`src/rtl/quadrature_decoder.sv`:
```
// Quadrature decoder: two-flop sync, per-channel glitch filter, Gray-code decode to step/dir/count.
// QDEC_X4_EN defined: step on every legal transition; undefined: one step per full cycle (x1).
module qdec_chan #(
  parameter int FILT_LEN = 3
) (
  input  logic clk,
  input  logic reset,
  input  logic track,
  input  logic din,
  output logic s2,
  output logic filt
);
  localparam int CW = (FILT_LEN > 1) ? $clog2(FILT_LEN) : 1;
  localparam logic [CW-1:0] LAST = CW'(FILT_LEN - 1);

  logic          s1;
  logic [CW-1:0] fcnt;

  always_ff @(posedge clk) begin
    if (!reset) begin
      s1   <= 1'b0;
      s2   <= 1'b0;
      filt <= 1'b0;
      fcnt <= '0;
    end else begin
      s1 <= din;
      s2 <= s1;
      // Before tracking, filt simply trails s2 so the top can judge stability.
      if (!track) begin
        filt <= s2;
        fcnt <= '0;
      end else if (s2 != filt) begin
        if (fcnt == LAST) begin
          filt <= s2;
          fcnt <= '0;
        end else begin
          fcnt <= fcnt + 1'b1;
        end
      end else begin
        fcnt <= '0;
      end
    end
  end
endmodule

module quadrature_decoder #(
  parameter int WIDTH    = 4,
  parameter int FILT_LEN = 3
) (
  input  logic             clk,
  input  logic             reset,
  input  logic             enc_a,
  input  logic             enc_b,
  input  logic             clear,
  output logic             step,
  output logic             up_down,
  output logic [WIDTH-1:0] count,
  output logic             err
);
  localparam int CW     = (FILT_LEN > 1) ? $clog2(FILT_LEN) : 1;
  localparam int STAGES = 2;
  localparam logic [CW-1:0] LAST = CW'(FILT_LEN - 1);
`ifdef QDEC_X4_EN
  localparam logic X4 = 1'b1;
`else
  localparam logic X4 = 1'b0;
`endif

  typedef enum logic {INIT, TRACK} state_t;

  state_t        state, state_nxt;
  logic [1:0]    din, s2, filt, prev;
  logic [CW-1:0] icnt;
  logic [STAGES:0] vld_pipe;
  logic          tracking, stable, step_d, dir_d, err_d;

  assign din      = {enc_a, enc_b};
  assign tracking = (state == TRACK);
  // Sync flops hold their reset value, not a real sample, until the pipe has filled.
  assign stable   = vld_pipe[STAGES] && (s2 == filt);

  for (genvar i = 0; i < 2; i++) begin : g_chan
    qdec_chan #(.FILT_LEN(FILT_LEN)) u_chan (
      .clk   (clk),
      .reset (reset),
      .track (tracking),
      .din   (din[i]),
      .s2    (s2[i]),
      .filt  (filt[i])
    );
  end

  always_ff @(posedge clk) begin
    if (!reset) state <= INIT;
    else        state <= state_nxt;
  end

  always_comb begin
    state_nxt = state;
    step_d    = 1'b0;
    dir_d     = 1'b1;
    err_d     = 1'b0;
    case (state)
      INIT:  if (stable && icnt == LAST) state_nxt = TRACK;
      TRACK: begin
        case ({prev, filt})
          4'b00_10, 4'b10_11, 4'b11_01: begin step_d = X4;   dir_d = 1'b1; end
          4'b01_00:                     begin step_d = 1'b1; dir_d = 1'b1; end
          4'b00_01, 4'b01_11, 4'b11_10: begin step_d = X4;   dir_d = 1'b0; end
          4'b10_00:                     begin step_d = 1'b1; dir_d = 1'b0; end
          4'b00_11, 4'b11_00,
          4'b01_10, 4'b10_01:           err_d = 1'b1;
          default: ;
        endcase
      end
      default: state_nxt = INIT;
    endcase
  end

  always_ff @(posedge clk) begin
    if (!reset) begin
      vld_pipe <= '0;
      icnt     <= '0;
      prev     <= 2'b00;
      step     <= 1'b0;
      err      <= 1'b0;
      up_down  <= 1'b1;
      count    <= '0;
    end else begin
      vld_pipe <= {vld_pipe[STAGES-1:0], 1'b1};
      if (!tracking) begin
        prev <= s2;
        if (stable && icnt != LAST) icnt <= icnt + 1'b1;
        else                        icnt <= '0;
      end else begin
        prev <= filt;
        icnt <= '0;
      end
      step <= step_d;
      err  <= err_d;
      if (step_d) up_down <= dir_d;
      if (clear)       count <= '0;
      else if (step_d) count <= dir_d ? count + 1'b1 : count - 1'b1;
    end
  end
endmodule

```
`config.mk`:
```
export PLATFORM = sky130hd
export DESIGN_NAME = quadrature_decoder
export DESIGN_NICKNAME = d
export VERILOG_FILES = /design/src/rtl/quadrature_decoder.sv
export SDC_FILE = /design/constraint.sdc
export NUM_CORES = 1
export LEC_CHECK = 0
export ABC_AREA = 0
export ABC_CLOCK_PERIOD_IN_PS = 3600
export CAP_MARGIN = 20
export CELL_PAD_IN_SITES_DETAIL_PLACEMENT = 2
export CELL_PAD_IN_SITES_GLOBAL_PLACEMENT = 2
export CORE_ASPECT_RATIO = 0.8
export CORE_MARGIN = 1.5
export CORE_UTILIZATION = 38
export CTS_CLUSTER_DIAMETER = 30
export DETAILED_ROUTE_END_ITERATION = 12
export PLACE_DENSITY = 0.9
export SLEW_MARGIN = 40
export SYNTH_ARGS = -nofsm -noshare
export SYNTH_HDL_FRONTEND = slang
export SYNTH_HIERARCHICAL = 1
export SYNTH_SLANG_ARGS = --single-unit
```
`constraint.sdc`:
```
create_clock -name clk -period 3.6 [get_ports clk]
set_input_delay 0.54 -clock clk [delete_from_list [all_inputs] [get_ports clk]]
set_output_delay 0.54 -clock clk [all_outputs]
set_load 0.005 [all_outputs]
```
[Word level (Yosys, flattened, before mapping)]
Index checks and enable logic that the tools add are counted.
Cells by class
  add/subtract/negate cells: 5
  equality and inequality tests: 20
  multiplexer cells: 16
  bitwise gates (word level): 5
  reduce and logical (&&, ||, !) cells: 13
Operators with widths (number)
  == test 4 bit, second input constant: 4
  OR reduction 4 bit: 4
  2-to-1 mux 1 bit: 14
  == test 4 x 3 -> 1 bit, second input constant: 3
  inequality test 2 x 1 -> 1 bit, second input constant: 4
  adder 2 x 1 -> 2 bit, second input constant: 3
  == test 2 bit, second input constant: 3
  AND reduction 2 bit: 3
  NOT 1 bit: 5
  adder 4 x 1 -> 4 bit, second input constant: 1
  == test 4 x 1 -> 1 bit, second input constant: 1
  == test 4 x 2 -> 1 bit, second input constant: 1
  2-to-1 mux 4 bit: 1
  OR reduction 2 bit: 2
  subtractor 4 x 1 -> 4 bit, second input constant: 1
  logical AND 1 bit: 3
  OR reduction 3 bit: 1
  == test 2 bit: 1
  2-to-1 mux 2 bit: 1
  inequality test 1 bit: 2
  inequality test 2 bit, second input constant: 1
Storage, ports and cells
  bits in registers: 25
  bits of input ports: 5
  output and inout bits: 7
  logic and storage cells: 76

[Longest topological paths before layout]
  depth after elaboration: 5
  gate-level depth with buffers: 8
  depth with buffers taken out: 7

[Modules after synthesis]
Netlist, hierarchy kept.
By module, submodules not included
  quadrature_decoder: instances 1, cells an instance 78, area each 778.2 sq um, seq. area each 300.3 sq um
  qdec_chan: instances 2, cells an instance 16, area each 178.9 sq um, seq. area each 100.1 sq um

[Worst setup path after synthesis]
OpenSTA, ideal clock, no wires.
  path kind: reg-to-reg
  from: register g_chan[0].u_chan.filt
  to: register count[3]
  library setup time: 0.123 ns
  data arrival time: 1.824 ns
  data required time: 3.477 ns
  path slack: 1.653 ns
  stages on the path, launching flop included: 9
  buffers on the path: 1
  clock period less this slack: 1.947 ns
  cell sequence: dfxtp_1 buf_6 xor2_2 and3_4 ha_1 and3_2 o211ai_1 mux2i_1 mux2_1
On the way
  cells in the longest elaborated chain, start to end: 5
  elaborated cells on any way between the ends: 12
  those cells by class: eq/ne: 5; mux: 5; reduce/logical: 2
Ends and longest elaborated chain
  start: declaration: line 11  | output logic filt
  start signal: assignment: line 23  | filt <= 1'b0;
  start signal: assignment: line 30  | filt <= s2;
  start signal: assignment: line 34  | filt <= s2;
  == test 4 bit (tied with other cells): line 106  | case ({prev, filt})
  OR reduction 4 bit (no line)
  2-to-1 mux 1 bit: line 106
  2-to-1 mux 1 bit: line 103  | case (state)
  2-to-1 mux 4 bit: line 143  | else if (step_d) count <= dir_d ? count + 1'b1 : count - 1'b1;
  end signal: assignment: line 143
  end: declaration: line 57  | output logic [WIDTH-1:0] count,
Parallel ways exist; a longest one is shown, timed or not.
A chain may end at the register's enable or synchronous reset.

[Worst setup path in the final report]
  from: register g_chan[1].u_chan.filt
  to: register count[3]
On the way
  cells in the longest elaborated chain, start to end: 5
  elaborated cells on any way between the ends: 12
  those cells by class: eq/ne: 5; mux: 5; reduce/logical: 2
Ends and longest elaborated chain (line)
  start: declaration: 11
  start signal: assignment: 23
  start signal: assignment: 30
  start signal: assignment: 34
  == test 4 bit (tied with other cells): 106
  OR reduction 4 bit (no line)
  2-to-1 mux 1 bit: 106
  2-to-1 mux 1 bit: 103
  2-to-1 mux 4 bit: 143
Parallel ways exist; a longest one is shown, timed or not.

==> results.txt <==
Measured on the finished design, the core utilization comes to 46.1%. Hold-critical path endpoint: g_chan[0].u_chan/fcnt[0]. Worst hold path cell count: 1.

Of all nets on the critical path, the largest fanout is 7. The tools report the first-pass detailed-route iteration total as 3. The tools report the start point of the worst hold path as g_chan[0].u_chan/fcnt[0]. After synthesis, the mean cell area works out to 10.3 um2. Number of ports placed on the die boundary: 12. The net count after synthesis was 121; the final count of negative-setup-slack endpoints was 0. From synthesis to final layout, the design area changed by 14.0%. The number of antenna diodes in the final layout is 0. Clock tree synthesis found a total of 25 sinks. STA classifies the critical path endpoint as a flip-flop.

At the worst endpoint, the arrival time is 2.41 ns. The leakage power was 0.461 nW; the number of design rule violations left after detail routing was 0. For the remaining antenna violation count, the log shows 0. In the routed layout, each cell is associated on average with a via count of 4.89. For flop-to-flop paths, the worst setup slack is 1.34 ns. In this run the critical register-to-register path is captured at count[3]. For the share of the yosys chip area belonging to registers, the log shows 44.1%. The clock tree buffer depth was 2; the post-route setup TNS was 0 ns. The total routing usage reported by global routing is 16.4%. The first global-routing pass estimated 4.08 mm of wire.

The worst setup path is launched from a flip-flop. The final count of pins violating max slew was 0. The signal on the critical path passes through xnor2_1, and3_4, ha_1, and3_2, o211ai_1, mux2i_1, mux2_1. Synthesis handed over a netlist of 110 instances. Timing would allow up to 0.443 GHz.

For the worst-skew pair, the clock arrives at the later sink with an insertion delay of 0.27 ns. Entering global routing, the biggest net connects 24 pins. Before CTS, the worst setup slack after placement is 1.37 ns.

The tightest min-delay check is of the reg2reg type. During synthesis, Yosys emitted a total of 6 warnings. The tools report the fill cell total of the finished layout as 308. The number of cells on the worst reg-to-reg path was 7; the part of the cycle the worst path needs was 62.7%.

The shortest period the worst path allows works out to 2.26 ns. Standard cell with the maximum stage delay on the critical path: dfxtp_1. The worst relative slew slack was 56.8%. Power spread over the standard cell area amounts to 367 nW/um2.

The flip-flop and latch count after synthesis was 25. The run finished with clean final reports. The tools report the worst voltage drop across the vdd grid as 0.259 mV. The tool flagged a number of max-cap violations equal to 0. The final setup skew came out at 0.00536 ns.

For the total via count after detailed routing, the log shows 772. The final layout contains routed wiring with a total length of 2.27 mm. The logs give 1140 um2 for the cell area after synthesis and 862 for the number of global-route vias before repair.

The number of DRC markers after the initial detailed-route iteration is 27, and the number of buffers inserted by hold repair at cts is 0. The initialized floorplan defines 17 standard-cell rows. The tools report the H-tree depth as 1. The horizontal extent of the die is 64.1 um, and the actual transition at the worst max-transition pin is 0.646 ns. The hold violation count in the final report was 0; the die height was 51.9 um.

The floorplan step defined a core boundary enclosing 2810 um2. The congestion estimate from routability-driven global placement came to 0.762. The number of post-CTS setup repair buffers was 0. The startpoint of the lowest-slack register-to-register path is g_chan[1].u_chan/filt. Yosys mapped the design onto 32 distinct sky130hd cell types. Global routing finished with a remaining overflow of 0.

The net count of the finished layout is 132. The logs give 3.75 ns for the endpoint required time on the critical path and 0 for the post-cts gate resize count. The tools report the total die area as 3330 um2. For this run, the slowest stage of the critical path takes 0.56 ns.

Setup repair after global routing left no endpoint under its margin. In the final layout, the share of cells above drive strength 1 is 8.33%. The initial core utilization came out at 40.5%. The initial antenna violation count came out at 0. TritonCTS created 3 clock buffers. TritonCTS built the clock tree.

The half-perimeter wire length after detailed placement is 1.78 mm, and the post-detailed-route wirelength per cell is 14.3 um. The CTS clock-pin slew for the worst setup and hold paths was 0.09 ns. The tree is rooted in a clkbuf_8.

Overall power consumption after layout is estimated at 0.475 mW. For the setup slack after layout, the log shows 1.34 ns. During placement, the flow inserted port buffers numbering 11.

The worst setup path is of the reg2reg kind.
-- worst max-delay path: cells and delay by family, from the launching register on --
kind                       cells  cell delay, ns
AOI/OAI and AO/OA              1            0.18
adders and majority gates      1            0.28
xor gates and xnor gates       1            0.20
and+or+nand+nor                2            0.47
DFF                            1            0.56
muxes                          2            0.44
-- registers in the layout, indices dropped and copies added (netlist names) --
name                flops
count                   4
err                     1
g_chan.u_chan/fcnt      4
g_chan.u_chan/filt      2
g_chan.u_chan/s1        2
g_chan.u_chan/s2        2
icnt                    2
prev                    2
state                   1
step                    1
up_down                 1
vld_pipe                3
-- metal layers --
layer  GRT usage, %  wire (um)  vias to the layer above
met5              0          0                        -
met4           3.19          9                        0
met3           4.55         71                        2
met2           30.9       1220                       11
met1           18.9        970                      381
li1               -          -                      378
-- how the worst max path moves through the flow --
| stage | from | endpoint | slack, ns | cells past startpoint |
|---|---|---|---|---|
| global route | g_chan[1].u_chan/filt | count[3] | 1.22 | 7 |
| global placement | g_chan[0].u_chan/filt | count[3] | 1.47 | 7 |
| CTS | g_chan[1].u_chan/filt | count[3] | 1.31 | 7 |
| finish | g_chan[1].u_chan/filt | count[3] | 1.34 | 7 |
| detailed placement | g_chan[0].u_chan/filt | count[3] | 1.37 | 7 |
| floorplan | g_chan[0].u_chan/filt | count[3] | 1.65 | 8 |
-- cell families (layout without fill, tap and decap cells) --
kind of cell,count (synthesis),after routing,share of synthesized area [%]
xor+xnor,11,11,9.14
flops,25,25,44.1
mux,7,7,6.28
buf+inv,15,25,7.27
fa+ha+maj,6,6,7.27
simple gates,37,37,20.3
compound gates,9,9,5.73
-- cells in the mapped netlist, drive strengths merged --
| cell | n | share of area, % |
|---|---|---|
| mux2 | 1 | 0.99 |
| nor2 | 7 | 2.3 |
| a211oi | 1 | 1.1 |
| nor2b | 3 | 1.7 |
| mux2i | 6 | 5.3 |
| fa | 1 | 1.8 |
| and2 | 7 | 3.9 |
| nor4b | 4 | 3.1 |
| or2b | 1 | 0.77 |
| nand4 | 1 | 0.55 |
| nand2 | 6 | 2.0 |
| o2111ai | 1 | 0.77 |
| a21oi | 3 | 1.3 |
| a21o | 1 | 0.66 |
| buf | 5 | 4.0 |
| xnor2 | 9 | 6.9 |
| dfxtp | 25 | 44 |
| nand2b | 2 | 1.1 |
| a41oi | 1 | 0.77 |
| nor3b | 2 | 2.3 |
| o211ai | 1 | 0.66 |
| xor2 | 2 | 2.2 |
| ha | 5 | 5.5 |
| and3 | 3 | 2.2 |
| nor3 | 1 | 0.44 |
| inv | 10 | 3.3 |
| o21ai | 1 | 0.44 |
-- power by group --
| part | switching (mW) | internal (mW) |
|---|---|---|
| Combinational | 0.0101 | 0.0132 |
| Clock | 0.0861 | 0.0773 |
| Sequential | 0.00597 | 0.282 |
-- layout make-up --
class	instances	area, um2	area share (%)
clock buffer	3	41.3	3.19
clock inverter	1	5.00	0.386
inverter	10	37.5	2.90
multi-input combinational	70	553	42.7
sequential	25	500	38.6
tap	38	47.5	3.67
timing repair buffer	11	110	8.50
-- cell usage in the layout, fill, tap and decap left out, types with 2 or more instances in the layout --
master,synthesis,layout
dfxtp_1,25,25
clkdlybuf4s50_1,0,11
inv_1,10,10
xnor2_1,9,9
nor2_1,7,7
and2_1,7,7
mux2i_1,6,6
nand2_1,6,6
ha_1,5,5
nor4b_1,4,4
nor2b_1,3,3
a21oi_1,3,3
clkbuf_8,0,3
nand2b_1,2,2
-- through the flow --
step	instance area, um2	instances	hold slack, ns
floorplan	1140	110	0.392
global placement	1250	154	0.401
detailed placement	1250	154	0.415
CTS	1290	158	0.428
global route	1290	158	0.462
finish	1290	158	0.426
(Power assumes the default switching activity.)
